--- src/rtl/filter_acc_unit_gen.sv ---
// filter_acc_unit_gen: accumulates an unsigned sample stream over units of a
// programmable length and applies a hysteretic threshold compare to each unit
// sum. Emits a one-cycle flag per completed unit.
//
// Ports:
//   clk_i, rst_i          clock and synchronous active-high reset
//   acc_enable_i          block enable; low forces idle and clears all state
//   sample_vld_i          sample qualifier, one sample per high cycle
//   sample_data_i         unsigned sample
//   unit_len_i            samples per unit (0 behaves as 1)
//   thresh_hi_i           set threshold (final >= hi sets the result)
//   thresh_lo_i           clear threshold (final < lo clears the result)
//   filter_unit_flag_o    one-cycle pulse per completed unit
//   filter_acc_result_o   hysteretic result, changes only with the flag
//   unit_sum_o            sum of the last completed unit
module filter_acc_unit_gen #(
    parameter real         TCQ    = 0.1,
    parameter int unsigned DATA_W = 16,
    parameter int unsigned SUM_W  = 32
) (
    input  logic              clk_i,
    input  logic              rst_i,
    input  logic              acc_enable_i,
    input  logic              sample_vld_i,
    input  logic [DATA_W-1:0] sample_data_i,
    input  logic [15:0]       unit_len_i,
    input  logic [SUM_W-1:0]  thresh_hi_i,
    input  logic [SUM_W-1:0]  thresh_lo_i,
    output logic              filter_unit_flag_o,
    output logic              filter_acc_result_o,
    output logic [SUM_W-1:0]  unit_sum_o
);

    localparam int unsigned LEN_W = 16;

    localparam logic [0:0] ST_IDLE = 1'b0;
    localparam logic [0:0] ST_RUN  = 1'b1;

    // Elaboration-time guard: the accumulator must hold a full unit without wrap.
    if (SUM_W < DATA_W + LEN_W || TCQ < 0.0) begin : g_bad_params
        $error("filter_acc_unit_gen: SUM_W too small or negative TCQ");
    end

    logic [0:0]       state_q,  state_d;
    logic [SUM_W-1:0] acc_q,    acc_d;
    logic [LEN_W-1:0] cnt_q,    cnt_d;
    logic [LEN_W-1:0] len_q,    len_d;
    logic [SUM_W-1:0] hi_q,     hi_d;
    logic [SUM_W-1:0] lo_q,     lo_d;
    logic             flag_q,   flag_d;
    logic             result_q, result_d;
    logic [SUM_W-1:0] sum_q,    sum_d;

    logic             first_c;
    logic [LEN_W-1:0] cur_len_c;
    logic [LEN_W-1:0] last_idx_c;
    logic [SUM_W-1:0] cur_hi_c;
    logic [SUM_W-1:0] cur_lo_c;
    logic [SUM_W-1:0] sum_next_c;
    logic             last_c;

    // Next-state, datapath and output computation.
    always_comb begin
        state_d  = state_q;
        acc_d    = acc_q;
        cnt_d    = cnt_q;
        len_d    = len_q;
        hi_d     = hi_q;
        lo_d     = lo_q;
        flag_d   = 1'b0;
        result_d = result_q;
        sum_d    = sum_q;

        // At the first sample of a unit the live settings are the ones being
        // latched, so they already govern this sample (matters for length 1).
        first_c    = (cnt_q == '0);
        cur_len_c  = first_c ? unit_len_i  : len_q;
        cur_hi_c   = first_c ? thresh_hi_i : hi_q;
        cur_lo_c   = first_c ? thresh_lo_i : lo_q;
        last_idx_c = (cur_len_c == '0) ? '0 : cur_len_c - LEN_W'(1);
        sum_next_c = acc_q + SUM_W'(sample_data_i);
        last_c     = sample_vld_i && (cnt_q == last_idx_c);

        case (state_q)
            ST_IDLE: begin
                acc_d    = '0;
                cnt_d    = '0;
                result_d = 1'b0;
                sum_d    = '0;
                if (acc_enable_i) begin
                    state_d = ST_RUN;
                    len_d   = unit_len_i;
                    hi_d    = thresh_hi_i;
                    lo_d    = thresh_lo_i;
                end
            end
            ST_RUN: begin
                if (!acc_enable_i) begin
                    // Partial unit is dropped without a flag.
                    state_d  = ST_IDLE;
                    acc_d    = '0;
                    cnt_d    = '0;
                    result_d = 1'b0;
                    sum_d    = '0;
                end else if (sample_vld_i) begin
                    if (first_c) begin
                        len_d = unit_len_i;
                        hi_d  = thresh_hi_i;
                        lo_d  = thresh_lo_i;
                    end
                    if (last_c) begin
                        acc_d  = '0;
                        cnt_d  = '0;
                        flag_d = 1'b1;
                        sum_d  = sum_next_c;
                        // Set rule wins over clear if thresholds are inverted.
                        if (sum_next_c >= cur_hi_c) begin
                            result_d = 1'b1;
                        end else if (sum_next_c < cur_lo_c) begin
                            result_d = 1'b0;
                        end
                    end else begin
                        acc_d = sum_next_c;
                        cnt_d = cnt_q + LEN_W'(1);
                    end
                end
            end
            default: begin
                state_d = ST_IDLE;
            end
        endcase
    end

    // State and output registers.
    always_ff @(posedge clk_i) begin
        if (rst_i) begin
            state_q  <= ST_IDLE;
            acc_q    <= '0;
            cnt_q    <= '0;
            len_q    <= '0;
            hi_q     <= '0;
            lo_q     <= '0;
            flag_q   <= 1'b0;
            result_q <= 1'b0;
            sum_q    <= '0;
        end else begin
            state_q  <= state_d;
            acc_q    <= acc_d;
            cnt_q    <= cnt_d;
            len_q    <= len_d;
            hi_q     <= hi_d;
            lo_q     <= lo_d;
            flag_q   <= flag_d;
            result_q <= result_d;
            sum_q    <= sum_d;
        end
    end

    assign filter_unit_flag_o  = flag_q;
    assign filter_acc_result_o = result_q;
    assign unit_sum_o          = sum_q;

endmodule

--- config.mk ---
export PLATFORM = sky130hd
export DESIGN_NAME = filter_acc_unit_gen
export DESIGN_NICKNAME = d
export VERILOG_FILES = /design/src/rtl/filter_acc_unit_gen.sv
export SDC_FILE = /design/constraint.sdc
export NUM_CORES = 1
export LEC_CHECK = 0
export ABC_CLOCK_PERIOD_IN_PS = 9300
export CORE_MARGIN = 3
export CORE_UTILIZATION = 61
export DETAILED_ROUTE_END_ITERATION = 10
export GPL_ROUTABILITY_DRIVEN = 0
export PLACE_DENSITY_LB_ADDON = 0.3
export SKIP_LAST_GASP = 1
export SYNTH_ARGS = -nofsm -noshare
export SYNTH_HDL_FRONTEND = slang
export SYNTH_SLANG_ARGS = --single-unit
--- constraint.sdc ---
create_clock -name clk_i -period 9.3 [get_ports clk_i]
set_clock_uncertainty 0.1 [all_clocks]
set_input_delay 1.395 -clock clk_i [delete_from_list [all_inputs] [get_ports clk_i]]
set_output_delay 1.395 -clock clk_i [all_outputs]
set_load 0.01 [all_outputs]
After elaboration in Yosys (flattened, before gate mapping) --
Index checks and enable logic that the tools add are counted.
Storage, ports and cells: register bits 163, bits in latches 0, RAM bits 0, ROM bits 0, input port bits 100, output and inout port bits 34, word-level logic and storage cells 67, memories kept 0
Cells by class: add/sub/neg operators 3, multipliers 0, div/mod/pow operators 0, $lt $le $gt $ge 2, equality and inequality tests 7, shifts and indexed selects 0, muxes and demuxes 36, bitwise gates (word level) 3, reduce and logical (&&, ||, !) cells 7
Operators by type and width (number):
- two-way mux 32 bit | 14
- one-hot mux 32 bit (2 select lines) | 4
- two-way mux 16 bit | 8
- one-hot mux 16 bit (2 select lines) | 2
- adder 32 x 16 -> 32 bit | 1
- greater-or-equal comparator 32 bit | 1
- logical NOT 16 bit | 2
- < comparator 32 bit | 1
- adder 16 x 1 -> 16 bit, second input constant | 1
- equality test 16 bit | 1
- subtractor 16 x 1 -> 16 bit, second input constant | 1
- two-way mux 1 bit | 7
- != test 2 bit, second input constant | 3
- AND reduction 3 bit | 2
- != test 4 x 2 -> 1 bit, second input constant | 1
- OR reduction 4 bit | 1
- != test 3 x 2 -> 1 bit, second input constant | 1
- != test 3 bit, second input constant | 1
- NOT 1 bit | 3
- one-hot mux 1 bit (2 select lines) | 1
- AND reduction 2 bit | 1
- logical AND 1 bit | 1

Depth between registers and ports, before layout --
Gate-level depths: netlist of the first run.
depth after elaboration 10, depth in mapped cells 23, depth with buffers taken out 21

Worst setup path before layout of the first run --
OpenSTA, ideal clock, no wires.
kind register to register, from reg cnt_q[1], to reg acc_q[17], arrival time 5.557 ns, data required time 9.082 ns, slack 3.525 ns, cell stages (with the launch flop) 24, path buffers 6, period minus slack after synthesis 5.775 ns, cells stage by stage dfxtp_1 -> inv_1 -> ha_1 -> nor3b_1 -> nand3_1 -> nor2_1 -> buf_2 -> buf_1 -> buf_1 -> mux2i_1 -> ha_1 -> or3b_2 -> clkbuf_1 -> or4_1 -> a211o_1 -> and2_4 -> a2111oi_4 -> a22o_1 -> o2111a_2 -> and3_1 -> and3_1 -> buf_2 -> buf_6 -> nor3_1
On the way: longest elaborated chain between the ends 10, elaborated cells on any way between the ends 11, those cells by class add/sub (1); eq/ne (1); mux (6); reduce/logical (3)
Ends and longest elaborated chain:
- from (decl) | line 46 | logic [LEN_W-1:0] cnt_q, cnt_d;
- from (signal assigned) | line 149 | cnt_q <= cnt_d;
- logical NOT 16 bit | line 76 | first_c = (cnt_q == '0);
- two-way mux 16 bit
- subtractor 16 x 1 -> 16 bit or logical NOT 16 bit (tied branches) | line 80 | last_idx_c = (cur_len_c == '0) ? '0 : cur_len_c - LEN_W'(1);
- two-way mux 16 bit | line 80
- equality test 16 bit * | line 82 | last_c = sample_vld_i && (cnt_q == last_idx_c);
- logical AND 1 bit * | line 82
- two-way mux 32 bit * | line 111 | if (last_c) begin
- two-way mux 32 bit * | line 105 | end else if (sample_vld_i) begin
- two-way mux 32 bit * | line 98 | if (!acc_enable_i) begin
- one-hot mux 32 bit (2 select lines) * | line 84 | case (state_q)
- to (signal assigned) | line 138 | acc_q <= '0;
- to (signal assigned) | line 148 | acc_q <= acc_d;
- to (decl) | line 45 | logic [SUM_W-1:0] acc_q, acc_d;
Every way passes the cells marked *; elsewhere a longest branch is shown, timed or not. The select of a mux whose other input is x is not followed. A chain may end at the register's enable or synchronous reset.

Worst setup path in the final report of the first run --
from reg cnt_q[1], to reg cnt_q[15]
On the way: longest elaborated chain between the ends 10, elaborated cells on any way between the ends 12, those cells by class add/sub (2); eq/ne (1); mux (6); reduce/logical (3)
Ends and longest elaborated chain (line):
- logical NOT 16 bit | 76
- two-way mux 16 bit
- subtractor 16 x 1 -> 16 bit or logical NOT 16 bit (tied branches) | 80
- two-way mux 16 bit | 80
- equality test 16 bit | 82
- logical AND 1 bit | 82
- two-way mux 16 bit * | 111
- two-way mux 16 bit * | 105
- two-way mux 16 bit * | 98
- one-hot mux 16 bit (2 select lines) * | 84
Marked as above.

==> metrics.yaml, run 1 <==
routed-via-count: 10520
num_antenna_cells: 0
power.internal_mw: 1.25
drt_iter0_markers: 1403
totalPowerFinal_mw: 1.70
cp-start-kind: "flop"
synth.avg_cell_area_um2: 7.92
mappedNetlistArea_um2: 10600
die_h_um: 138
row_count: 47
final_net_count: 1598
synth-warning-count: 0
first_global_vias: 9834
postSynthRegisterBits: 163
timing.setup.critical_path_class: "reg -> reg"
finalSetupViolCount: 0
share_of_the_synthesized_area_in_the_top_cell_type_pct: 30.7
drive_above_1_share_pct: 5.33
cts_sinks: 163
clk_pin_slew_ps: 70
synth-compound-area-share_pct: 19.1
grt_setup_unrepaired: "false"
synth.yosys.seq_area_share_pct: 30.7
cts_tree: "done"
synthToLayoutAreaGrowth_pct: 17.5
drt_wl_total_mm: 30.7
drc: 0
worstHoldPathType: "reg -> reg"
worst-path-max-fanout: 44
powerDensity_nw_per_um2: 136
synthXorXnorAreaFrac_pct: 4.20
floorplan.core_area_um2: 16800
regToRegStartpoint: "cnt_q[1]$_SDFFE_PP0P_"
grt.total_usage_pct: 31.3
timing_worst_slew_pin_value_ps: 1160
worstPathArrival_ps: 7270
finalWorstPathRequiredPeriod_ps: 7080
yosys-mux-area-fraction_pct: 7.40
place.detailed.hpwl_mm: 21.6
io_buffer_count: 133
seq_power_share_pct: 43.4
fp.dieW_um: 138
clk-insertion-delay-late_ps: 430
switch_share_pct: 26.2
maximum_number_of_pins_on_one_net_before_global_route_repair: 105
wire_length_of_the_first_global_routing_pass_mm: 49.8
leakage_power_nw: 5.45
finalCritPeriodShare_pct: 76.1
critical-path-max-stage-delay_ps: 710
synth-edff-count: 0
route.detailed.vias_per_inst: 6.39
synth_simple_gate_area_share_pct: 24.2
wire_per_inst_um: 18.6
h-tree-depth: 4
synth.area.top_cells: "sky130_fd_sc_hd__dfxtp_1 (31%), sky130_fd_sc_hd__ha_1 (9.8%), sky130_fd_sc_hd__nand2_1 (8.2%)"
synth-async-reset-ratio_pct: 0
synth_fa_ha_area_share_pct: 9.95
boundaryPins: 134
cp_slowest_cell: "sky130_fd_sc_hd__nand4_2"
drv_cap: 0
setup_tns_ps: 0
crit_chain: "inv_1 -> ha_1 -> nor3b_1 -> nand3_1 -> nor2_4 -> buf_4 -> mux2_2 -> inv_1 -> ha_1 -> or4b_2 -> nor4_1 -> o22a_1 -> and3_1 -> a21oi_1 -> nor4_1 -> nand4_2 -> nand2_1 -> nor2_1"
postCtsSetupBuffers: 0
maxSlewViolCount: 0
firstDrtPassIters: 6
outcome: "completed"
cp_startpoint: "cnt_q[1]$_SDFFE_PP0P_"
clkPwrFrac_pct: 42.1
synth_top_cell_by_area: "sky130_fd_sc_hd__dfxtp_1"
grt_overflow: 0
floorplan.die_area_um2: 19100
fmax_ghz: 0.141
switching_power_of_the_nets_uw: 444
cts_made_buffers: 17
clock_tree_root_driver_cell: "sky130_fd_sc_hd__clkbuf_16"
max-clock-path-buffers: 2
cts_resized: 0
synth_cell_types: 72
max-vdd-ir-drop_mv: 0.135
comb_power_share_pct: 14.5
crit_required_ps: 9490
num-fill-cells: 1254
synthesis.nets: 1527
hp-start: "hi_q[21]$_SDFFE_PP0P_"
relSlewSlack_pct: 22.0
synth_flop_cell: "sky130_fd_sc_hd__dfxtp_1"
cp-end-kind: "flop"
route.antenna.remaining_nets: 0
combinational_family_with_the_most_area_after_synthesis: "simple AND/OR/NAND/NOR gates"
initial_core_util_pct: 63.2
post_synth_inst_count: 1343
final_hold_viol_count: 0
holdBufCountCts: 0
antenna_violations_before_repair: 0
-- through the flow --
step	area (µm²)	cells	util (%)	hold WS, ps	setup WS [ps]
2_1_floorplan	10600	1343	-	336	3530
3_5_place_dp	11900	1615	70.8	344	2250
6_report	12500	1647	74.3	352	2220
3_3_place_gp	11900	1615	70.8	338	2470
4_1_cts	12500	1647	74.3	354	2360
5_1_grt	12500	1647	74.3	367	1740
-- logic make-up (layout without fill, tap and decap cells) --
kind of cell | count (synthesis) | count (layout)
flops | 163 | 163
simple gates | 536 | 536
xor+xnor | 51 | 51
fa+ha+maj | 84 | 84
buf+inv | 112 | 196
mux | 78 | 78
compound gates | 319 | 319
-- cell usage in the layout (no fill, tap or decap), types with 25 or more instances in the layout --
cell	instances
sky130_fd_sc_hd__nand2_1	232
sky130_fd_sc_hd__nor3_1	38
sky130_fd_sc_hd__inv_1	25
sky130_fd_sc_hd__o21ai_0	65
sky130_fd_sc_hd__and3_1	27
sky130_fd_sc_hd__a21oi_1	116
sky130_fd_sc_hd__nor2_1	57
sky130_fd_sc_hd__xor2_1	29
sky130_fd_sc_hd__dfxtp_1	163
sky130_fd_sc_hd__mux2i_1	73
sky130_fd_sc_hd__ha_1	83
sky130_fd_sc_hd__nand3_1	62
sky130_fd_sc_hd__clkdlybuf4s50_1	131
-- power by group through the flow --
| stage | Clock, mW | Combinational, mW | Sequential [mW] |
|---|---|---|---|
| 2_1_floorplan | 0 | 0.149 | 0.744 |
| 5_1_grt | 0.748 | 0.271 | 0.737 |
| 6_report | 0.714 | 0.246 | 0.735 |
| 3_5_place_dp | 0 | 0.239 | 0.750 |
| 3_3_place_gp | 0 | 0.233 | 0.749 |
| 4_1_cts | 0.715 | 0.242 | 0.734 |
-- critical path: cells and delay by family, from the launching register on --
kind | cells | cell delay [ps]
buffers and inverters | 3 | 810
adders and majority gates | 2 | 310
muxes | 1 | 440
and+or+nand+nor | 10 | 4380
DFF | 1 | 340
AOI/OAI and AO/OA | 2 | 530
-- sequential cells by signal (all words and copies together), names as in the netlist --
register and cells:
unit_sum_o 32, filter_unit_flag_o 1, lo_q 32, hi_q 32, filter_acc_result_o 1, cnt_q 16, len_q 16, state_q 1
acc_q 32
-- layer usage --
layer | vias to the layer above | wire length (µm) | global-route usage (%) | share of wire, %
met2 | 562 | 14100 | 50.3 | 46
met1 | 4858 | 12700 | 41.2 | 41
met5 | - | 0 | 0 | 0
met3 | 101 | 2600 | 6.25 | 8.5
met4 | 0 | 1240 | 13.5 | 4.0
li1 | 4999 | - | - | -
-- worst paths after layout --
path / end / slack [ps] / depth (start not counted)
setup / recovery: cnt_q[15]$_SDFFE_PP0P_ / 2220 / 18
hold / removal: hi_q[21]$_SDFFE_PP0P_ / 350 / 2
setup reg to reg: cnt_q[15]$_SDFFE_PP0P_ / 2220 / 18
hold reg to reg: hi_q[21]$_SDFFE_PP0P_ / 350 / 2
-- Yosys cell counts, types with 8 or more instances --
cell type	n
sky130_fd_sc_hd__a21o_1	22
sky130_fd_sc_hd__a21oi_1	116
sky130_fd_sc_hd__a31o_2	14
sky130_fd_sc_hd__and3_1	27
sky130_fd_sc_hd__buf_2	9
sky130_fd_sc_hd__clkbuf_1	64
sky130_fd_sc_hd__dfxtp_1	163
sky130_fd_sc_hd__ha_1	83
sky130_fd_sc_hd__inv_1	25
sky130_fd_sc_hd__mux2i_1	73
sky130_fd_sc_hd__nand2_1	233
sky130_fd_sc_hd__nand3_1	62
sky130_fd_sc_hd__nand3b_1	17
sky130_fd_sc_hd__nand4_1	19
sky130_fd_sc_hd__nor2_1	59
sky130_fd_sc_hd__nor2b_1	8
sky130_fd_sc_hd__nor3_1	38
sky130_fd_sc_hd__nor4_1	22
sky130_fd_sc_hd__o21a_1	9
sky130_fd_sc_hd__o21ai_0	65
sky130_fd_sc_hd__o31ai_1	13
sky130_fd_sc_hd__or3_1	8
sky130_fd_sc_hd__or4_1	8
sky130_fd_sc_hd__xnor2_1	22
sky130_fd_sc_hd__xor2_1	29
-- cell type report --
cell class	count	area [µm²]	share of cell area, %
Timing Repair Buffer	139	1370	10.9
Sequential cell	163	3260	26.1
Multi-Input combinational cell	1068	6910	55.3
Clock buffer	23	488	3.90
Inverter	25	93.8	0.751
Tap cell	220	275	2.20
Clock inverter	9	101	0.811
No activity file was read; power rests on OpenSTA's default activity.
==> inputs of run 2 (changes only) <==
--- a/config.mk
+++ b/config.mk
@@ -5,9 +5,9 @@
 export SDC_FILE = /design/constraint.sdc
 export NUM_CORES = 1
 export LEC_CHECK = 0
-export ABC_CLOCK_PERIOD_IN_PS = 9300
+export ABC_CLOCK_PERIOD_IN_PS = 6580
 export CORE_MARGIN = 3
-export CORE_UTILIZATION = 61
+export CORE_UTILIZATION = 57
 export DETAILED_ROUTE_END_ITERATION = 10
 export GPL_ROUTABILITY_DRIVEN = 0
 export PLACE_DENSITY_LB_ADDON = 0.3
==> constraint.sdc (replaced) <==
create_clock -name clk_i -period 6.58 [get_ports clk_i]
set_clock_uncertainty 0.1 [all_clocks]
set_input_delay 0.987 -clock clk_i [delete_from_list [all_inputs] [get_ports clk_i]]
set_output_delay 0.987 -clock clk_i [all_outputs]
set_load 0.01 [all_outputs]
==> run 2 against run 1 <==
Effect of this change:
- global-route usage down 1.3 points
- non-clock buffer count rose by 9
- worst setup slack got worse by 1400 ps
- clock power is 40% higher
==> metrics.yaml, run 2 (synthesized netlist as in run 1, its figures left out) <==
place.detailed.hpwl_mm: 22.3  # +3.2%
final_critical_path_setup_slack_ps: 786  # -1440 ps
final_util_pct: 69.3  # -5.0 points
dpl-instance-area_um2: 12000  # +0.77%
grt_setup_unrepaired: "false"
drv_cap: 0  # unchanged
outcome: "completed"
cp-start-kind: "flop"
antenna_violations_before_repair: 0  # unchanged
io_buffer_count: 133  # unchanged
cp-end-kind: "flop"
fp.dieW_um: 143  # +3.3%
final_cell_area_um2: 12600  # +0.68%
relSlewSlack_pct: 24.0  # +2.0 points
finalWorstPathRequiredPeriod_ps: 5790  # -1280 ps
h-tree-depth: 4  # unchanged
max-vdd-ir-drop_mv: 0.191  # +41%
setup_tns_ps: 0  # unchanged
fmax_ghz: 0.173  # +22%
maxSlewViolCount: 0  # unchanged
hold-path-endpoint: "hi_q[9]$_SDFFE_PP0P_"
cts_made_buffers: 17  # unchanged
worstPathArrival_ps: 5990  # -1280 ps
timing.setup.critical_path_class: "reg -> reg"
die_h_um: 143  # +3.3%
worst-path-max-fanout: 25  # -43%
clk-insertion-delay-late_ps: 430  # about the same
wire_per_inst_um: 18.6  # about the same
floorplan.core_area_um2: 18100  # +7.9%
drc: 0  # unchanged
firstDrtPassIters: 7  # +1
powerDensity_nw_per_um2: 190  # +40%
finalSetupViolCount: 0  # unchanged
row_count: 49  # +4.3%
grt.total_usage_pct: 30.1  # -1.3 points
placement.setup.worst_slack_ps: 533  # -1720 ps
worstRegToRegCells: 19  # +1
final_hold_viol_count: 0  # unchanged
groute.layer.met3.usage_pct: 5.99  # -0.26 points
drt_wl_total_mm: 31.0  # +1.1%
clk_pin_slew_ps: 60  # about the same
regToRegStartpoint: "cnt_q[1]$_SDFFE_PP0P_"
first_global_vias: 9584  # -2.5%
final_net_count: 1607  # +0.56%
cts_resized: 0  # unchanged
cts_sinks: 163  # unchanged
layout_commonest_cell: "sky130_fd_sc_hd__nand2_1"
routed-via-count: 10424  # -0.91%
drt_iter0_markers: 1003  # -29%
globalRoute.busiestLayer: "met2"
crit_required_ps: 6780  # -2710 ps
worstHoldPathType: "reg -> reg"
cts_tree: "done"
cell_count_of_the_worst_hold_path: 2  # unchanged
hp-start: "hi_q[9]$_SDFFE_PP0P_"
synthToLayoutAreaGrowth_pct: 18.3
route.detailed.vias_per_inst: 6.26  # -2.0%
floorplan.die_area_um2: 20300  # +6.7%
regToRegEndpoint: "cnt_q[9]$_SDFFE_PP0P_"
groute.layer.met1.usage_pct: 40.6  # -0.56 points
route.antenna.remaining_nets: 0  # unchanged
boundaryPins: 134  # unchanged
maximum_number_of_pins_on_one_net_before_global_route_repair: 82  # -22%
num_antenna_cells: 0  # unchanged
finalCritPeriodShare_pct: 88.1  # +12 points
totalPowerFinal_mw: 2.39  # +41%
clock_tree_root_driver_cell: "sky130_fd_sc_hd__clkbuf_16"
wire_length_of_the_first_global_routing_pass_mm: 49.5  # -0.68%
initial_core_util_pct: 58.6  # -4.6 points
most-common-layout-cells: "sky130_fd_sc_hd__nand2_1 (232), sky130_fd_sc_hd__dfxtp_1 (163), sky130_fd_sc_hd__clkdlybuf4s50_1 (131), sky130_fd_sc_hd__a21oi_1 (116), sky130_fd_sc_hd__ha_1 (83)"
max-clock-path-buffers: 2  # unchanged
leakage_power_nw: 5.49  # +0.60%
timing_worst_slew_pin_value_ps: 1130  # -30.4 ps
holdBufCountCts: 0  # unchanged
grt_overflow: 0  # unchanged
m2_gr_usage_pct: 48.0  # -2.3 points
ff2ff_setup_slack_ps: 790  # -1440 ps
postCtsSetupBuffers: 0  # unchanged
drive_above_1_share_pct: 5.78  # +0.45 points
==> run 2: cell count changes in the layout (fill, tap and decap cells not counted), moves of 2 or more <==
cell / change
sky130_fd_sc_hd__buf_4: +8
sky130_fd_sc_hd__clkinv_2: -3
sky130_fd_sc_hd__clkbuf_1: +2
sky130_fd_sc_hd__clkinvlp_4: +2
==> run 2: final cells by class <==
cell class              instances  area [µm²]
clock inverters                 8         101
inverters                      25        93.8
flip-flops and latches        163        3260
clock buffers                  24         482
well taps                     229         287
repair buffers                148        1450
multi-input cells            1068        6910
fillers                      1489        5560
==> run 2: layer usage <==
metal  vias up  wire [µm]
met4         0        907
met5         -          0
li1       5000          -
met1      4828      13400
met2       514      14200
met3        82       2550
==> run 2: power by group <==
| part | switching [mW] | internal (mW) | total, mW |
|---|---|---|---|
| combinational | 0.194 | 0.155 | 0.349 |
| sequential | 0.0213 | 1.02 | 1.04 |
| clock | 0.413 | 0.589 | 1.00 |
==> run 2: worst max path at each step <==
stage                               start                               end  cells after the start
CTS                      sample_data_i[0]  filter_acc_result_o$_SDFFE_PP0P_                     21
finish              cnt_q[1]$_SDFFE_PP0P_             cnt_q[9]$_SDFFE_PP0P_                     19
global route        cnt_q[1]$_SDFFE_PP0P_             cnt_q[6]$_SDFFE_PP0P_                     19
global placement         sample_data_i[0]  filter_acc_result_o$_SDFFE_PP0P_                     22
floorplan           cnt_q[1]$_SDFFE_PP0P_            acc_q[30]$_SDFFE_PP0P_                     23
detailed placement       sample_data_i[0]  filter_acc_result_o$_SDFFE_PP0P_                     21
==> run 2: metrics by stage <==
stage	instances	hold WS [ps]
detailed placement	1633	341
global route	1665	372
global placement	1633	341
finish	1665	352
floorplan	1343	336
CTS	1665	354
==> run 2: worst max-delay path: stages (launching register included) <==
cell                        delay, ps
sky130_fd_sc_hd__dfxtp_1          340
sky130_fd_sc_hd__inv_1            130
sky130_fd_sc_hd__ha_1             150
sky130_fd_sc_hd__nor3b_1          380
sky130_fd_sc_hd__nand3_1          260
sky130_fd_sc_hd__nor2_4           280
sky130_fd_sc_hd__mux2_2           410
sky130_fd_sc_hd__inv_1             90
sky130_fd_sc_hd__ha_1             240
sky130_fd_sc_hd__or3b_2           610
sky130_fd_sc_hd__nor4_1           220
sky130_fd_sc_hd__a211oi_1         120
sky130_fd_sc_hd__o21a_1           260
sky130_fd_sc_hd__a2111oi_0        470
sky130_fd_sc_hd__nand2_1          100
sky130_fd_sc_hd__nor4_1           460
sky130_fd_sc_hd__nand4_2          160
sky130_fd_sc_hd__buf_4            280
sky130_fd_sc_hd__nand2_1          480
sky130_fd_sc_hd__nor2_1           110
